**config.mk**
```make
export PLATFORM = sky130hd
export DESIGN_NAME = muldiv_sequencer_flat
export DESIGN_NICKNAME = d
export VERILOG_FILES = /design/src/rtl/muldiv_sequencer_if.sv /design/src/rtl/muldiv_sequencer.sv /design/src/flat_wrapper.sv
export SDC_FILE = /design/constraint.sdc
export NUM_CORES = 1
export LEC_CHECK = 0
export CORE_ASPECT_RATIO = 1.75
export CORE_UTILIZATION = 53
export CTS_CLUSTER_DIAMETER = 200
export DETAILED_ROUTE_END_ITERATION = 10
export PLACE_DENSITY = 0.8
export SYNTH_ARGS = -nofsm -noshare
export SYNTH_HDL_FRONTEND = slang
export SYNTH_SLANG_ARGS = --single-unit
export TNS_END_PERCENT = 20
```
**constraint.sdc**
```tcl
create_clock -name clk -period 3.4 [get_ports clk]
set_input_delay 0.68 -clock clk [delete_from_list [all_inputs] [get_ports clk]]
set_output_delay 0.68 -clock clk [all_outputs]
set_load 0.01 [all_outputs]
```
**src/rtl/muldiv_sequencer_if.sv**
```systemverilog
// Handshake and result bus between the EX stage and the multiply sequencer.
interface muldiv_sequencer_if;
    localparam int unsigned W = 32;

    logic         start;
    logic         is_signed;
    logic [W-1:0] op_a;
    logic [W-1:0] op_b;
    logic         rd_hi;
    logic         rd_lo;
    logic         flush;
    logic         busy;
    logic         stall;
    logic         done;
    logic [W-1:0] hi;
    logic [W-1:0] lo;
    logic [W-1:0] rd_data;

    modport master (
        output start, is_signed, op_a, op_b, rd_hi, rd_lo, flush,
        input  busy, stall, done, hi, lo, rd_data
    );

    modport slave (
        input  start, is_signed, op_a, op_b, rd_hi, rd_lo, flush,
        output busy, stall, done, hi, lo, rd_data
    );
endinterface

```
**src/rtl/muldiv_sequencer.sv**
```systemverilog
// Radix-2 shift-add multiply sequencer with architectural HI/LO for the EX stage.
// Define MULDIV_SIGNED_EN to honour is_signed (mult); otherwise every multiply is multu.
module muldiv_sequencer (
    input  logic               clk,
    input  logic               rst,
    muldiv_sequencer_if.slave  bus
);
    localparam int unsigned W  = 32;
    localparam int unsigned PW = 64;
    localparam int unsigned CW = 5;

    typedef enum logic [1:0] {
        S_IDLE = 2'd0,
        S_RUN  = 2'd1,
        S_FIX  = 2'd2
    } state_t;

    state_t         r_state;
    state_t         w_state_nxt;
    logic [CW-1:0]  r_count;
    logic [W-1:0]   r_mcand;
    logic [W-1:0]   r_mplier;
    logic [PW-1:0]  r_acc;
    logic           r_neg;
    logic [W-1:0]   r_hi;
    logic [W-1:0]   r_lo;
    logic           r_done;

    logic           w_busy;
    logic           w_accept;
    logic           w_last;
    logic [W:0]     w_sum;
    logic [PW-1:0]  w_prod;
    logic [W-1:0]   w_mag_a;
    logic [W-1:0]   w_mag_b;
    logic           w_neg;

    // Operand sign handling: magnitudes go to the unsigned core, sign restored in FIX.
`ifdef MULDIV_SIGNED_EN
    always_comb begin
        w_mag_a = (bus.is_signed && bus.op_a[W-1]) ? W'(-bus.op_a) : bus.op_a;
        w_mag_b = (bus.is_signed && bus.op_b[W-1]) ? W'(-bus.op_b) : bus.op_b;
        w_neg   = bus.is_signed & (bus.op_a[W-1] ^ bus.op_b[W-1]);
    end
`else
    logic w_unused_signed;
    assign w_unused_signed = bus.is_signed;
    always_comb begin
        w_mag_a = bus.op_a;
        w_mag_b = bus.op_b;
        w_neg   = 1'b0;
    end
`endif

    assign w_busy   = (r_state != S_IDLE);
    assign w_accept = (r_state == S_IDLE) & bus.start & ~bus.flush;
    assign w_last   = (r_count == CW'(W - 1));
    assign w_sum    = (W+1)'(r_acc[PW-1:W]) + (r_mplier[0] ? (W+1)'(r_mcand) : (W+1)'(0));
    assign w_prod   = r_neg ? PW'(-r_acc) : r_acc;

    always_ff @(posedge clk) begin
        if (rst) begin
            r_state <= S_IDLE;
        end else begin
            r_state <= w_state_nxt;
        end
    end

    always_comb begin
        w_state_nxt = r_state;
        case (r_state)
            S_IDLE: if (w_accept) w_state_nxt = S_RUN;
            S_RUN: begin
                if (bus.flush)   w_state_nxt = S_IDLE;
                else if (w_last) w_state_nxt = S_FIX;
            end
            S_FIX:   w_state_nxt = S_IDLE;
            default: w_state_nxt = S_IDLE;
        endcase
    end

    // Datapath: operand capture, one shift-add step per RUN cycle, commit in FIX.
    always_ff @(posedge clk) begin
        if (rst) begin
            r_count  <= '0;
            r_mcand  <= '0;
            r_mplier <= '0;
            r_acc    <= '0;
            r_neg    <= 1'b0;
            r_hi     <= '0;
            r_lo     <= '0;
            r_done   <= 1'b0;
        end else begin
            r_done <= 1'b0;
            case (r_state)
                S_IDLE: begin
                    if (w_accept) begin
                        r_mcand  <= w_mag_a;
                        r_mplier <= w_mag_b;
                        r_neg    <= w_neg;
                        r_acc    <= '0;
                        r_count  <= '0;
                    end
                end
                S_RUN: begin
                    if (!bus.flush) begin
                        r_acc    <= {w_sum, r_acc[W-1:1]};
                        r_mplier <= r_mplier >> 1;
                        r_count  <= r_count + CW'(1);
                    end
                end
                S_FIX: begin
                    if (!bus.flush) begin
                        r_hi   <= w_prod[PW-1:W];
                        r_lo   <= w_prod[W-1:0];
                        r_done <= 1'b1;
                    end
                end
                default: ;
            endcase
        end
    end

    assign bus.busy    = w_busy;
    assign bus.stall   = w_busy & (bus.start | bus.rd_hi | bus.rd_lo);
    assign bus.done    = r_done;
    assign bus.hi      = r_hi;
    assign bus.lo      = r_lo;
    assign bus.rd_data = bus.rd_hi ? r_hi : r_lo;
endmodule

```
**src/flat_wrapper.sv**
```systemverilog
// flat-port wrapper written by rule: the top's interface ports become plain ports
module muldiv_sequencer_flat 
  (clk, rst, bus_start, bus_is_signed, bus_op_a, bus_op_b, bus_rd_hi, bus_rd_lo, bus_flush, bus_busy, bus_stall, bus_done, bus_hi, bus_lo, bus_rd_data);
  muldiv_sequencer_if bus_i ();
  input  logic clk;
  input  logic rst;
  input wire logic [$bits(bus_i.start)-1:0] bus_start;
  input wire logic [$bits(bus_i.is_signed)-1:0] bus_is_signed;
  input wire logic [$bits(bus_i.op_a)-1:0] bus_op_a;
  input wire logic [$bits(bus_i.op_b)-1:0] bus_op_b;
  input wire logic [$bits(bus_i.rd_hi)-1:0] bus_rd_hi;
  input wire logic [$bits(bus_i.rd_lo)-1:0] bus_rd_lo;
  input wire logic [$bits(bus_i.flush)-1:0] bus_flush;
  output wire logic [$bits(bus_i.busy)-1:0] bus_busy;
  output wire logic [$bits(bus_i.stall)-1:0] bus_stall;
  output wire logic [$bits(bus_i.done)-1:0] bus_done;
  output wire logic [$bits(bus_i.hi)-1:0] bus_hi;
  output wire logic [$bits(bus_i.lo)-1:0] bus_lo;
  output wire logic [$bits(bus_i.rd_data)-1:0] bus_rd_data;
  assign bus_i.start = bus_start;
  assign bus_i.is_signed = bus_is_signed;
  assign bus_i.op_a = bus_op_a;
  assign bus_i.op_b = bus_op_b;
  assign bus_i.rd_hi = bus_rd_hi;
  assign bus_i.rd_lo = bus_rd_lo;
  assign bus_i.flush = bus_flush;
  assign bus_busy = bus_i.busy;
  assign bus_stall = bus_i.stall;
  assign bus_done = bus_i.done;
  assign bus_hi = bus_i.hi;
  assign bus_lo = bus_i.lo;
  assign bus_rd_data = bus_i.rd_data;
  muldiv_sequencer u_core (.clk(clk), .rst(rst), .bus(bus_i));
endmodule
```
==> results.md, run 1 <==
* Status: completed
* ANT cells at 0
* Initial antenna violation count at 0
* HP Class: flip-flop to flip-flop
* Post-synthesis register bit count at 200
* Critical Path RT at 3720 ps
* Post-CTS Setup Bufs at 0
* Chip height at 179.7 um
* Via-to-Cell Ratio at 5.616
* Htree depth at 4
* Normalized max-slew margin at 43.02%
* RSZ-0062 raised after global routing: false
* Commonest non-fill, non-tap cell in the layout: nand2_1
* Routability cong. at 0.9367
* Worst Clk Skew at 13.14 ps
* Post-DRT Antenna Nets at 0
* Hold Fails Final Rpt at 0
* Final setup viols at 0
* Synth-to-layout area growth at 24.82%
* Ys async rst share at 0%
* Via Count at 8452
* Core Rows at 64
* Post-Syn Instances at 1135
* Max cap viols at 0
* Ys Warns at 0
* Initial Util at 54.53%
* Placed Instances at 1473
* Post-route cell area at 0.01194 mm2
* Global route overflow at 0
* Tcrit/Tclk final at 92.14%
* Non-filler cells, final at 1505
* Avg Inst Size Synth at 8.425 um2
* Post-synth EDFFs at 0
* Synth Cell Area at 0.009563 mm2
* Aggregate global-route resource usage at 26.21%
* Top FF cell, synth: dfxtp_1
* Fraction of layout cells with a size suffix above 1 at 8.085%
* Die area at 0.01861 mm2
* Min cycle time layout at 3133 ps
* Pin count of the biggest net entering global routing at 83
* LEAKAGE at 4.684 nW
* TritonCTS buffer count at 17
* Leading cell types in the layout, fill and taps excluded: 236 x nand2_1, 200 x dfxtp_1, 167 x clkdlybuf4s50_1, 126 x a21oi_1, 77 x nor2_1
* FF+latch area at 0.004004 mm2
* Die width at 103.5 um
* CTS tree: done
* Hpwl dp at 17.19 mm
* Cell Pwr Density at 402.9 mW/mm2
* CP arrival at 3460 ps
* Slew Limit Fails at 0
* Clk sinks at 200
* Clock Tree Root: clkbuf_16
* Dpl ws at 349.2 ps
* Kind of start point of the critical path: flip-flop
* CP Capture Type: flip-flop
* Hold_buf cts at 0
* Final nets at 1367
* Setup CP Type: flip-flop to flip-flop
* Fillers at 1408
* Post-synthesis net count at 1241
* Clock Latency Late Sink at 440 ps
* Number of global-route vias before repair at 8379
* Core footprint at 0.01754 mm2
* CP Max Fanout at 21
* Maximum clock rate at 319.2 MHz
* DRC Markers at 0
* Area of the multi-input gates at 0.005142 mm2
* Setup TNS Final at 0 ps
* WL per Instance at 15.83 um
* Detailed-router iteration count before antenna repair at 5
* First-pass GRT wire length at 39.99 mm
* Routed WL at 23.83 mm
* IO Count at 170
* Post_cts resized at 0
* Clock Pin Slew Worst Setup and Hold Paths at 80 ps
* Fin worst setup slack at 267.1 ps
* Final Util at 68.07%
* Worst slew pin tran at 853.8 ps
* Placement Cell Area at 0.01134 mm2
* Clock buffer depth at 2
* Register area share after synthesis at 41.87%
* Port Buffers at 168
* Worst vdd ir at 0.3098 mV
* Starting DRT DRC Count at 347
* Count of cell types in the netlist at 73
==> final timing paths <==
| kind | from | endpoint | slack (ps) | cells past startpoint |
|---|---|---|---|---|
| min | u_core.r_mcand[17]$_SDFFE_PP0P_ | u_core.r_mcand[17]$_SDFFE_PP0P_ | 450 | 2 |
| min reg2reg | u_core.r_mcand[17]$_SDFFE_PP0P_ | u_core.r_mcand[17]$_SDFFE_PP0P_ | 450 | 2 |
| max | u_core.r_mplier[0]$_SDFFE_PP0P_ | u_core.r_acc[56]$_SDFFE_PP0P_ | 270 | 9 |
| max reg2reg | u_core.r_mplier[0]$_SDFFE_PP0P_ | u_core.r_acc[56]$_SDFFE_PP0P_ | 270 | 9 |
==> Yosys cell counts, drive strengths merged, types with 19 or more instances <==
cell type | count | area (um2)
ha | 34 | 425.4
a21o | 19 | 145.1
nor2 | 78 | 292.8
clkbuf | 58 | 229.0
dfxtp | 200 | 4004
a21oi | 126 | 630.6
mux2i | 33 | 330.3
and2 | 38 | 239.0
a22o | 20 | 175.2
mux2 | 32 | 360.4
o21ai | 35 | 178.9
nand2 | 238 | 895.9
buf | 22 | 162.6
a22oi | 22 | 165.2
a211oi | 37 | 277.8
==> routing by layer <==
metal | track usage (%) | vias to the layer above | wire, um
met2 | 48.32 | 259 | 12270
met5 | 0 | - | 0
met1 | 29.70 | 3893 | 9752
met3 | 3.771 | 61 | 1032
met4 | 11.30 | 0 | 775
li1 | - | 4239 | -
==> report_power, final <==
group | total (mW) | internal (mW) | switching [mW]
combinational | 0.348 | 0.162 | 0.186
sequential | 2.43 | 2.39 | 0.0315
clock | 2.04 | 1.07 | 0.968
==> worst max-delay path, cell delays in order (launching register included) <==
cell and delay [ps]:
dfxtp_1 700, and2_1 220, ha_1 340, a21oi_1 260, nor2_1 80, a311oi_1 540, a31oi_1 340, a21oi_1 250
mux2i_1 220, nand2_1 60
==> logic make-up after synthesis <==
kind of cell,share of synthesized area [%]
AOI/OAI and AO/OA,20.70
xor gates and xnor gates,1.923
adders and majority gates,4.658
buffers and inverters,4.645
DFF,41.87
muxes,7.222
and+or+nand+nor,18.98
==> layout make-up <==
cell class / count / area share [%]
clock buffer: 18 / 3.679
sequential: 200 / 33.54
clock inverter: 14 / 1.289
multi-input combinational: 843 / 43.08
inverter: 11 / 0.3459
timing repair buffer: 188 / 15.64
tap: 231 / 2.421
==> flip-flops by register name (all words and copies together), names as in the netlist <==
| register | flops |
|---|---|
| u_core.bus.hi | 32 |
| u_core.r_mcand | 32 |
| u_core.r_acc | 64 |
| u_core.r_state | 2 |
| u_core.r_count | 5 |
| u_core.bus.done | 1 |
| u_core.bus.lo | 32 |
| u_core.r_mplier | 32 |
==> stage by stage <==
step | total power, mW | hold WS (ps)
CTS | 4.841 | 452.3
global route | 4.986 | 472.9
detailed placement | 2.830 | 442.6
floorplan | 2.689 | 431.6
global placement | 2.822 | 436.9
finish | 4.809 | 450.1
No activity file was read; power rests on OpenSTA's default activity.
==> run 2, diff against run 1 <==
--- a/config.mk
+++ b/config.mk
@@ -6,8 +6,8 @@
 export NUM_CORES = 1
 export LEC_CHECK = 0
 export CORE_ASPECT_RATIO = 1.75
+export CORE_MARGIN = 8
 export CORE_UTILIZATION = 53
-export CTS_CLUSTER_DIAMETER = 200
 export DETAILED_ROUTE_END_ITERATION = 10
 export PLACE_DENSITY = 0.8
 export SYNTH_ARGS = -nofsm -noshare
==> run 2 against run 1 <==
Sequential cell count unchanged; sequential share of layout area about the same; combinational power increased by 2%; worst hold slack got worse by 0.63 ps.
==> results.md, run 2 (synthesis results as in run 1) <==
* Status: completed (unchanged)
* Commonest non-fill, non-tap cell in the layout: nand2_1 (unchanged)
* Worst path cell trace: clkdlybuf4s50_1 > buf_4 > mux2_2 > clkdlybuf4s50_1 (was and2_1 > ha_1 > a21oi_1 > nor2_1 > a311oi_1 > a31oi_1 > a21oi_1 > mux2i_1 > nand2_1)
* Core footprint at 0.01789 mm2 (was 0.01754 mm2)
* Clk sinks at 200 (unchanged)
* Routed WL at 25.43 mm (was 23.83 mm)
* HP Class: flip-flop to flip-flop (unchanged)
* Starting DRT DRC Count at 514 (was 347)
* Routability cong. at 0.9419 (was 0.9367)
* Setup CP Type: primary input to output port (was flip-flop to flip-flop)
* Clock Tree Root: clkbuf_16 (unchanged)
* Overall power at 4.801 mW (was 4.809 mW)
* Fraction of layout cells with a size suffix above 1 at 8.307% (was 8.085%)
* Final setup viols at 0 (unchanged)
* Hold_buf cts at 0 (unchanged)
* Synth-to-layout area growth at 24.96% (was 24.82%)
* Clock Latency Late Sink at 430 ps (was 440 ps)
* CP delay by family, top: buffers and inverters (was compound AO/OA/AOI/OAI gates)
* Min cycle time layout at 3025 ps (was 3133 ps)
* Slew Limit Fails at 0 (unchanged)
* Worst Clk Skew at 11.98 ps (was 13.14 ps)
* Initial antenna violation count at 0 (unchanged)
* Hpwl dp at 18.70 mm (was 17.19 mm)
* Setup TNS Final at 0 ps (unchanged)
* Pin count of the biggest net entering global routing at 74 (was 83)
* Die area at 0.02277 mm2 (was 0.01861 mm2)
* Chip height at 193.7 um (was 179.7 um)
* Post_cts resized at 0 (unchanged)
* Core Rows at 65 (was 64)
* Cell Pwr Density at 401.7 mW/mm2 (was 402.9 mW/mm2)
* RSZ-0062 raised after global routing: false (unchanged)
* Fillers at 1510 (was 1408)
* Area of the multi-input gates at 0.005145 mm2 (was 0.005142 mm2)
* Worst slew pin tran at 964.8 ps (was 853.8 ps)
* Largest register FFs at 64 (unchanged)
* First-pass GRT wire length at 42.52 mm (was 39.99 mm)
* Global route overflow at 0 (unchanged)
* Buf/Inv on CP at 3 (was 0)
* Normalized max-slew margin at 35.61% (was 43.02%)
* IO Count at 170 (unchanged)
* CP max stage cell: clkdlybuf4s50_1 (was dfxtp_1)
* CP Max Fanout at 23 (was 21)
* Biggest register: u_core.r_acc (unchanged)
* Aggregate global-route resource usage at 22.31% (was 26.21%)
* TritonCTS buffer count at 17 (unchanged)
* Tcrit/Tclk final at 88.96% (was 92.14%)
* Clock buffer depth at 2 (unchanged)
* Initial Util at 53.45% (was 54.53%)
* Hold Fails Final Rpt at 0 (unchanged)
* Maximum clock rate at 330.6 MHz (was 319.2 MHz)
* Worst vdd ir at 0.3837 mV (was 0.3098 mV)
* FF+latch area at 0.004004 mm2 (unchanged)
* Via-to-Cell Ratio at 5.660 (was 5.616)
* Via Count at 8546 (was 8452)
* CP Capture Type: output port (was flip-flop)
* CTS tree: done (unchanged)
* LEAKAGE at 4.685 nW (was 4.684 nW)
* Most common cell on crit path: clkdlybuf4s50_1 (was a21oi_1)
* Port Buffers at 168 (unchanged)
* Die width at 117.5 um (was 103.5 um)
* CP arrival at 2340 ps (was 3460 ps)
* Clock Pin Slew Worst Setup and Hold Paths at 70 ps (was 80 ps)
* ANT cells at 0 (unchanged)
* WL per Instance at 16.84 um (was 15.83 um)
* Post-CTS Setup Bufs at 0 (unchanged)
* Final nets at 1370 (was 1367)
* Max cap viols at 0 (unchanged)
* CP peak stage delay at 490 ps (was 700 ps)
* Number of global-route vias before repair at 8626 (was 8379)
* Detailed-router iteration count before antenna repair at 5 (unchanged)
* Leading cell types in the layout, fill and taps excluded: 236 x nand2_1, 200 x dfxtp_1, 167 x clkdlybuf4s50_1, 126 x a21oi_1, 76 x nor2_1 (was 236 x nand2_1, 200 x dfxtp_1, 167 x clkdlybuf4s50_1, 126 x a21oi_1, 77 x nor2_1)
* Fin worst setup slack at 375.4 ps (was 267.1 ps)
* Critical Path RT at 2720 ps (was 3720 ps)
* Kind of start point of the critical path: primary input (was flip-flop)
* Htree depth at 4 (unchanged)
* Dpl ws at 378.2 ps (was 349.2 ps)
* Post-DRT Antenna Nets at 0 (unchanged)
* DRC Markers at 0 (unchanged)
-- run 2: changes by cell type in the layout (fill, tap and decap cells not counted) --
| cell | previous run | this run |
|---|---|---|
| clkinv_2 | 2 | 0 |
| nor2_2 | 1 | 2 |
| inv_6 | 5 | 3 |
| nor2_1 | 77 | 76 |
| buf_12 | 3 | 2 |
| buf_4 | 18 | 22 |
| clkinv_4 | 1 | 4 |
| clkbuf_8 | 1 | 2 |
| inv_8 | 4 | 2 |
| clkinvlp_4 | 0 | 1 |
-- run 2: worst register-to-register path: stages, from the launching register on --
cell	delay, ps
dfxtp_1	330
buf_4	180
and2_1	190
ha_1	400
nand2_1	80
o21ai_1	300
a211oi_1	150
o211ai_1	380
o31ai_2	170
o211a_1	230
a2111oi_0	380
-- run 2: worst paths after layout --
path / to / slack [ps] / startpoint / cells past startpoint
max: bus_rd_data[6] / 380 / bus_rd_hi / 4
min reg2reg: u_core.r_mcand[10]$_SDFFE_PP0P_ / 450 / u_core.r_mcand[10]$_SDFFE_PP0P_ / 2
min: u_core.r_mcand[10]$_SDFFE_PP0P_ / 450 / u_core.r_mcand[10]$_SDFFE_PP0P_ / 2
max reg2reg: u_core.r_acc[63]$_SDFFE_PP0P_ / 470 / u_core.r_mplier[0]$_SDFFE_PP0P_ / 10
-- run 2: through the flow --
stage | hold slack [ps] | utilization (%) | instances | cell area [um2]
finish | 449.5 | 66.79 | 1510 | 11950
global route | 465.6 | 66.79 | 1510 | 11950
CTS | 451.8 | 66.79 | 1510 | 11950
detailed placement | 441.8 | 63.49 | 1479 | 11360
global placement | 437.4 | 63.49 | 1479 | 11360
floorplan | 431.6 | - | 1135 | 9563
-- run 2: final cells by class --
| type | count | share of cell area [%] |
|---|---|---|
| clock buffer | 19 | 3.790 |
| tap | 234 | 2.450 |
| multi-input combinational | 843 | 43.05 |
| clock inverter | 12 | 1.152 |
| inverter | 11 | 0.3455 |
| timing repair buffer | 191 | 15.71 |
| sequential | 200 | 33.50 |
-- run 2: layer usage --
layer | track usage, % | vias to the layer above | share of wire, % | routed length, um
li1 | - | 4239 | - | -
met1 | 24.46 | 3993 | 41 | 10320
met2 | 40.17 | 258 | 51 | 12940
met3 | 4.344 | 56 | 4.9 | 1234
met4 | 10.69 | 0 | 3.7 | 944
met5 | 0 | - | 0 | 0
-- run 2: power breakdown --
| group | internal, mW | total, mW | switching (mW) |
|---|---|---|---|
| clock | 1.08 | 2.02 | 0.949 |
| combinational | 0.162 | 0.355 | 0.194 |
| sequential | 2.39 | 2.42 | 0.0275 |
